[src/rtl/zbus_iosel_pkg.sv]
// Shared types and helpers for the ZX-bus I/O access sequencer.
package zbus_iosel_pkg;

  typedef enum logic [2:0] {
    IDLE,
    SETUP,
    STROBE,
    HOLD,
    WAITEND
  } state_t;

  // Channel k occupies bits [16k+15:16k] of a packed mask/base vector.
  function automatic logic [15:0] slice16(input logic [127:0] vec, input int unsigned k);
    return vec[16*k +: 16];
  endfunction

  function automatic int unsigned cnt_width(input int unsigned s, input int unsigned p,
                                            input int unsigned h);
    int unsigned m;
    m = s;
    if (p > m) m = p;
    if (h > m) m = h;
    return (m < 1) ? 1 : $clog2(m + 1);
  endfunction

endpackage

[src/rtl/zbus_iosel_seq_if.sv]
// ZX-bus side and chip side signals of the I/O access sequencer.
interface zbus_iosel_seq_if #(
  parameter int unsigned NCH = 2
);
  logic [15:0]    za;
  logic           ziorq_n;
  logic           zrd_n;
  logic           zwr_n;
  logic [NCH-1:0] chan_en;
  logic [NCH-1:0] cs_n;
  logic           bstb_rd_n;
  logic           bstb_wr_n;
  logic           ziorqge;
  logic           rd_latch;
  logic           busy;
  logic [15:0]    stat_cnt;

  modport master (
    output za, ziorq_n, zrd_n, zwr_n, chan_en,
    input  cs_n, bstb_rd_n, bstb_wr_n, ziorqge, rd_latch, busy, stat_cnt
  );

  modport slave (
    input  za, ziorq_n, zrd_n, zwr_n, chan_en,
    output cs_n, bstb_rd_n, bstb_wr_n, ziorqge, rd_latch, busy, stat_cnt
  );
endinterface

[src/rtl/zbus_sync_bit.sv]
// Multi-flop synchroniser for one asynchronous active-low bus signal; resets to 1.
module zbus_sync_bit #(
  parameter int unsigned SYNC_STAGES = 2
) (
  input  logic fclk,
  input  logic rst,
  input  logic d,
  output logic q
);
  logic [SYNC_STAGES-1:0] chain;

  always_ff @(posedge fclk) begin
    if (rst) chain <= '1;
    else     chain <= {chain[SYNC_STAGES-2:0], d};
  end

  assign q = chain[SYNC_STAGES-1];
endmodule

[src/rtl/zbus_iosel_seq.sv]
// ZX-bus I/O access sequencer: decodes IORQ windows, drives chip selects and timed RD/WR strobes.
// Optional completed-access counter on stat_cnt enabled by `define ZBUS_IOSEL_STATS_EN.
module zbus_iosel_seq
  import zbus_iosel_pkg::*;
#(
  parameter int unsigned          NCH         = 2,
  parameter logic [16*NCH-1:0]    ADDR_MASK   = {16'hFF00, 16'hFFFE},
  parameter logic [16*NCH-1:0]    ADDR_BASE   = {16'hAB00, 16'h00F4},
  parameter int unsigned          SETUP_CYC   = 1,
  parameter int unsigned          PULSE_CYC   = 3,
  parameter int unsigned          HOLD_CYC    = 1,
  parameter int unsigned          SYNC_STAGES = 2
) (
  input  logic             fclk,
  input  logic             rst,
  zbus_iosel_seq_if.slave  bus
);
  localparam int unsigned   CW       = cnt_width(SETUP_CYC, PULSE_CYC, HOLD_CYC);
  localparam logic [127:0]  MASK_W   = 128'(ADDR_MASK);
  localparam logic [127:0]  BASE_W   = 128'(ADDR_BASE);
  localparam logic [CW-1:0] LD_SETUP = CW'((SETUP_CYC > 0) ? SETUP_CYC - 1 : 0);
  localparam logic [CW-1:0] LD_PULSE = CW'(PULSE_CYC - 1);
  localparam logic [CW-1:0] LD_HOLD  = CW'((HOLD_CYC > 0) ? HOLD_CYC - 1 : 0);

  logic iorq_q, rd_q, wr_q;
  logic s_iorq, s_rd, s_wr;

  zbus_sync_bit #(.SYNC_STAGES(SYNC_STAGES)) u_sync_iorq (
    .fclk(fclk), .rst(rst), .d(bus.ziorq_n), .q(iorq_q));
  zbus_sync_bit #(.SYNC_STAGES(SYNC_STAGES)) u_sync_rd (
    .fclk(fclk), .rst(rst), .d(bus.zrd_n), .q(rd_q));
  zbus_sync_bit #(.SYNC_STAGES(SYNC_STAGES)) u_sync_wr (
    .fclk(fclk), .rst(rst), .d(bus.zwr_n), .q(wr_q));

  assign s_iorq = !iorq_q;
  assign s_rd   = !rd_q;
  assign s_wr   = !wr_q;

  state_t         state, state_nxt;
  logic [CW-1:0]  cnt, cnt_nxt;
  logic [NCH-1:0] sel_oh, sel_nxt;
  logic           dir_rd, dir_nxt;
  logic           hit_q, hit_nxt;
  logic           armed;
  logic [NCH-1:0] hit_vec, hit_first;
  logic           start;

  always_comb begin
    hit_vec = '0;
    for (int unsigned k = 0; k < NCH; k++)
      hit_vec[k] = bus.chan_en[k] && ((bus.za & slice16(MASK_W, k)) == slice16(BASE_W, k));
  end

  // Isolate the lowest set bit so the lowest-index channel wins on overlap.
  assign hit_first = hit_vec & (~hit_vec + NCH'(1));
  assign start     = (state == IDLE) && armed && s_iorq && (s_rd ^ s_wr);

  always_ff @(posedge fclk) begin
    if (rst) begin
      state  <= IDLE;
      cnt    <= '0;
      sel_oh <= '0;
      dir_rd <= 1'b0;
      hit_q  <= 1'b0;
      armed  <= 1'b0;
    end else begin
      state  <= state_nxt;
      cnt    <= cnt_nxt;
      sel_oh <= sel_nxt;
      dir_rd <= dir_nxt;
      hit_q  <= hit_nxt;
      armed  <= (state == IDLE) && (state_nxt == IDLE) && (armed || !s_iorq);
    end
  end

  always_comb begin
    state_nxt = state;
    cnt_nxt   = cnt;
    sel_nxt   = sel_oh;
    dir_nxt   = dir_rd;
    hit_nxt   = hit_q;
    unique case (state)
      IDLE: begin
        if (start) begin
          dir_nxt = s_rd;
          sel_nxt = hit_first;
          hit_nxt = |hit_vec;
          if (!(|hit_vec)) begin
            state_nxt = WAITEND;
          end else if (SETUP_CYC > 0) begin
            state_nxt = SETUP;
            cnt_nxt   = LD_SETUP;
          end else begin
            state_nxt = STROBE;
            cnt_nxt   = LD_PULSE;
          end
        end
      end
      SETUP: begin
        if (!s_iorq) begin
          state_nxt = WAITEND;
        end else if (cnt == '0) begin
          state_nxt = STROBE;
          cnt_nxt   = LD_PULSE;
        end else begin
          cnt_nxt = cnt - CW'(1);
        end
      end
      STROBE: begin
        if (!s_iorq || cnt == '0) begin
          if (HOLD_CYC > 0) begin
            state_nxt = HOLD;
            cnt_nxt   = LD_HOLD;
          end else begin
            state_nxt = WAITEND;
          end
        end else begin
          cnt_nxt = cnt - CW'(1);
        end
      end
      HOLD: begin
        if (cnt == '0) state_nxt = WAITEND;
        else           cnt_nxt   = cnt - CW'(1);
      end
      WAITEND: begin
        if (!s_iorq) state_nxt = IDLE;
      end
      default: state_nxt = IDLE;
    endcase
  end

  // Outputs are decoded from the next state so they change on the same edge as the state.
  logic [NCH-1:0] cs_d, cs_q;
  logic           rd_d, rd_q2, wr_d, wr_q2, ge_d, ge_q, latch_d, latch_q;

  always_comb begin
    cs_d    = '1;
    rd_d    = 1'b1;
    wr_d    = 1'b1;
    ge_d    = 1'b0;
    latch_d = 1'b0;
    unique case (state_nxt)
      SETUP, HOLD: begin
        cs_d = ~sel_nxt;
        ge_d = 1'b1;
      end
      STROBE: begin
        cs_d    = ~sel_nxt;
        ge_d    = 1'b1;
        rd_d    = !dir_nxt;
        wr_d    = dir_nxt;
        latch_d = dir_nxt && (cnt_nxt == '0);
      end
      WAITEND: ge_d = hit_nxt;
      default: ;
    endcase
  end

  always_ff @(posedge fclk) begin
    if (rst) begin
      cs_q    <= '1;
      rd_q2   <= 1'b1;
      wr_q2   <= 1'b1;
      ge_q    <= 1'b0;
      latch_q <= 1'b0;
    end else begin
      cs_q    <= cs_d;
      rd_q2   <= rd_d;
      wr_q2   <= wr_d;
      ge_q    <= ge_d;
      latch_q <= latch_d;
    end
  end

  assign bus.cs_n      = cs_q;
  assign bus.bstb_rd_n = rd_q2;
  assign bus.bstb_wr_n = wr_q2;
  assign bus.ziorqge   = ge_q;
  assign bus.rd_latch  = latch_q;
  assign bus.busy      = (state != IDLE);

`ifdef ZBUS_IOSEL_STATS_EN
  logic [15:0] stat_q;

  always_ff @(posedge fclk) begin
    if (rst)
      stat_q <= '0;
    else if (state == STROBE && state_nxt != STROBE && stat_q != '1)
      stat_q <= stat_q + 16'd1;
  end

  assign bus.stat_cnt = stat_q;
`else
  assign bus.stat_cnt = '0;
`endif

endmodule
[src/flat_wrapper.sv]
// flat-port wrapper written by rule: the top's interface ports become plain ports
module zbus_iosel_seq_flat import zbus_iosel_pkg::*;
#(
  parameter int unsigned          NCH         = 2,
  parameter logic [16*NCH-1:0]    ADDR_MASK   = {16'hFF00, 16'hFFFE},
  parameter logic [16*NCH-1:0]    ADDR_BASE   = {16'hAB00, 16'h00F4},
  parameter int unsigned          SETUP_CYC   = 1,
  parameter int unsigned          PULSE_CYC   = 3,
  parameter int unsigned          HOLD_CYC    = 1,
  parameter int unsigned          SYNC_STAGES = 2
)
  (fclk, rst, bus_za, bus_ziorq_n, bus_zrd_n, bus_zwr_n, bus_chan_en, bus_cs_n, bus_bstb_rd_n, bus_bstb_wr_n, bus_ziorqge, bus_rd_latch, bus_busy, bus_stat_cnt);
  zbus_iosel_seq_if #(.NCH(NCH)) bus_i ();
  input  logic fclk;
  input  logic rst;
  input wire logic [$bits(bus_i.za)-1:0] bus_za;
  input wire logic [$bits(bus_i.ziorq_n)-1:0] bus_ziorq_n;
  input wire logic [$bits(bus_i.zrd_n)-1:0] bus_zrd_n;
  input wire logic [$bits(bus_i.zwr_n)-1:0] bus_zwr_n;
  input wire logic [$bits(bus_i.chan_en)-1:0] bus_chan_en;
  output wire logic [$bits(bus_i.cs_n)-1:0] bus_cs_n;
  output wire logic [$bits(bus_i.bstb_rd_n)-1:0] bus_bstb_rd_n;
  output wire logic [$bits(bus_i.bstb_wr_n)-1:0] bus_bstb_wr_n;
  output wire logic [$bits(bus_i.ziorqge)-1:0] bus_ziorqge;
  output wire logic [$bits(bus_i.rd_latch)-1:0] bus_rd_latch;
  output wire logic [$bits(bus_i.busy)-1:0] bus_busy;
  output wire logic [$bits(bus_i.stat_cnt)-1:0] bus_stat_cnt;
  assign bus_i.za = bus_za;
  assign bus_i.ziorq_n = bus_ziorq_n;
  assign bus_i.zrd_n = bus_zrd_n;
  assign bus_i.zwr_n = bus_zwr_n;
  assign bus_i.chan_en = bus_chan_en;
  assign bus_cs_n = bus_i.cs_n;
  assign bus_bstb_rd_n = bus_i.bstb_rd_n;
  assign bus_bstb_wr_n = bus_i.bstb_wr_n;
  assign bus_ziorqge = bus_i.ziorqge;
  assign bus_rd_latch = bus_i.rd_latch;
  assign bus_busy = bus_i.busy;
  assign bus_stat_cnt = bus_i.stat_cnt;
  zbus_iosel_seq #(.NCH(NCH), .ADDR_MASK(ADDR_MASK), .ADDR_BASE(ADDR_BASE), .SETUP_CYC(SETUP_CYC), .PULSE_CYC(PULSE_CYC), .HOLD_CYC(HOLD_CYC), .SYNC_STAGES(SYNC_STAGES)) u_core (.fclk(fclk), .rst(rst), .bus(bus_i));
endmodule
[config.mk]
export PLATFORM = sky130hd
export DESIGN_NAME = zbus_iosel_seq_flat
export DESIGN_NICKNAME = d
export VERILOG_FILES = /design/src/rtl/zbus_iosel_pkg.sv /design/src/rtl/zbus_iosel_seq_if.sv /design/src/rtl/zbus_sync_bit.sv /design/src/rtl/zbus_iosel_seq.sv /design/src/flat_wrapper.sv
export SDC_FILE = /design/constraint.sdc
export NUM_CORES = 1
export LEC_CHECK = 0
export CELL_PAD_IN_SITES_DETAIL_PLACEMENT = 0
export CELL_PAD_IN_SITES_GLOBAL_PLACEMENT = 2
export CORE_MARGIN = 3
export CORE_UTILIZATION = 24
export DETAILED_ROUTE_END_ITERATION = 10
export GPL_ROUTABILITY_DRIVEN = 0
export HOLD_SLACK_MARGIN = 0.15
export PLACE_DENSITY_LB_ADDON = 0.1
export SLEW_MARGIN = 30
export SYNTH_ARGS = -nofsm -noshare
export SYNTH_HDL_FRONTEND = slang
export SYNTH_HIERARCHICAL = 1
export SYNTH_SLANG_ARGS = --single-unit
export TNS_END_PERCENT = 5
[constraint.sdc]
create_clock -name fclk -period 2.13 [get_ports fclk]
set_input_delay 0.426 -clock fclk [delete_from_list [all_inputs] [get_ports fclk]]
set_output_delay 0.426 -clock fclk [all_outputs]
set_load 0.01 [all_outputs]
==> impl_results.md <==
- Post-synth EDFFs: 0
- # clock sinks: 22
- Power per cell area: 492.3 nW/um^2
- Antenna cells: 0
- Final Hold Viols: 0
- P_leak: 0.0005762 uW
- Final WL: 2.640 mm
- Crit-path max FO: 10
- Chip Width: 76.15 um
- Hold WC Path Type: register to register
- RSZ-0062 raised after global routing: no
- Sequential area share after synthesis: 37.29%
- Synth cell types: 43
- Synth Cell Area: 1181 um^2
- IO Pins: 46
- Vias: 954
- Syn Area/Cell: 8.749 um^2
- Post-synth top cells: dfxtp_1, buf_4, nand2_1, a21oi_1, nor2_1
- Status: finished clean
- Num rows: 24
- Setup crit end kind: output pin
- Skew final: 0.001093 ns
- F_max: 0.5088 GHz
- Final setup viols: 0
- Post-synth top area share: 37.29%
- Hold buffer count at CTS: 0
- Fin. max-slew vios: 0
- Clk Latency, worst-skew pair: 0.25 ns
- Detail Route Antenna Nets: 0
- Via/cell ratio: 4.148
- Initial antenna violation count: 0
- DP Worst Slack: 0.01805 ns
- Area leader, netlist: dfxtp_1
- Gate Count Post-Synth: 135
- Initial Utilization: 25.88%
- Port bufs: 28
- Largest net degree at the start of global routing: 17
- Area contributors post-synth: dfxtp_1, buf_4, a21oi_1, nand2_1, ha_1
- Root Driver: clkbuf_8
- Worst setup margin: 0.1647 ns
- Grt ovf: 0
- Synthesized flop and latch total: 22
- Top-count cell post-synth: dfxtp_1
- Final HPWL DP: 2.116 mm
- Async set-reset flop share out of synthesis: 0%
- Core area: 4564 um^2
- Die Ht: 76.15 um
- Final min period: 1.965 ns
- Synth warn: 6
- Worst VDD drop: 341.2 uV
- Worst path required time: 1.70 ns
- CTS tree: yes
- Clk pin slew, worst setup/hold paths: 0.07 ns
- Synthesis-to-layout area growth: 28.92%
- Setup TNS: 0 ns
- # Post-CTS Setup Buffers: 0
- Total Routing Usage GR: 9.321%
- First-pass GRT wire length: 4.491 mm
- Post-cts resize count: 0
- DRC: 0
- Layout cells sized above 1: 9.697%
- Final period utilization: 92.27%
- Dpl cell area: 1481 um^2
- Main synth FF type: dfxtp_1
- Final instance area: 1523 um^2
- Critical Path Source Type: register
- Drt pass-1 iters: 5
- Die ar.: 5799 um^2
- H-tree depth: 1
- Vias in the first global route: 971
- Clock buffer depth: 2
- Max-Cap Viols: 0
- Mean routed wirelength per cell: 11.48 um
- Worst path arrival time: 1.54 ns
- Final net count: 193
- Initial detailed-routing violation count: 26
- Critical path class: register to output pin
- CTS buffer count: 3
-- where the power goes --
part,switching [uW],internal [uW],total [uW]
Combinational,34.0,47.4,81.4
Sequential,5.04,418,423
Clock,119,126,245
-- final cells by class --
cell class,count,area (um^2)
fillers,492,3042
multi-input cells,101,623.1
flip-flops and latches,22,440.4
repair buffers,32,310.3
well taps,65,81.33
clock buffers,3,41.29
inverters,7,26.28
-- per-stage QoR --
step	cells	util, %	power (uW)	hold slack, ns
CTS	230	33.36	763.2	0.4053
global route	230	33.36	794.0	0.4300
global placement	227	32.46	512.9	0.3887
floorplan	150	-	487.5	0.3832
finish	230	33.36	749.6	0.4037
detailed placement	227	32.46	514.1	0.3871
-- cell usage in the layout (no fill, tap or decap), types with 5 or more instances in the layout --
cell type and n:
clkdlybuf4s50_1 28, dfxtp_1 22, conb_1 16, nand2_1 11, a21oi_1 10, nor2_1 9, inv_1 7, nor3_1 7
or2_1 6, nand3_1 5
-- routing by layer --
layer  wire length (um)  global-route usage [%]
met2               1368                   16.31
met3                 77                   2.482
met5                  0                       0
met4                  8                   1.630
met1               1185                   11.61
-- logic make-up (layout without fill, tap and decap cells) --
family | count (synthesis) | after routing | share of synthesized area [%]
compound gates | 24 | 24 | 15.57
fa+ha+maj | 3 | 3 | 3.178
mux | 1 | 1 | 0.8475
simple gates | 56 | 56 | 27.33
flops | 22 | 22 | 37.29
other cells | 1 | 16 | 0.3175
xor+xnor | 1 | 1 | 0.7417
buf+inv | 27 | 42 | 14.72
-- final timing paths --
| kind | start | end | slack, ns | depth (start not counted) |
|---|---|---|---|---|
| max | u_core/state[2] | bus_busy | 0.16 | 3 |
| min | u_core/u_sync_wr/chain[0] | u_core/u_sync_wr/chain[1] | 0.40 | 1 |
| min reg2reg | u_core/u_sync_wr/chain[0] | u_core/u_sync_wr/chain[1] | 0.40 | 1 |
| max reg2reg | u_core/cnt[1] | u_core/bus.rd_latch | 0.35 | 7 |
-- registers in the layout (all words and copies together), names as in the netlist, 2 cells and up --
signal,cells
u_core/u_sync_iorq/chain,2
u_core/sel_oh,2
u_core/u_sync_wr/chain,2
u_core/cnt,2
u_core/bus.cs_n,2
u_core/state,3
u_core/u_sync_rd/chain,2
-- critical path: stages (launching register included) --
cell	delay [ns]
dfxtp_1	0.54
nor3_1	0.11
inv_1	0.09
clkdlybuf4s50_1	0.54
Note: power is estimated with default switching activity, not from simulation.
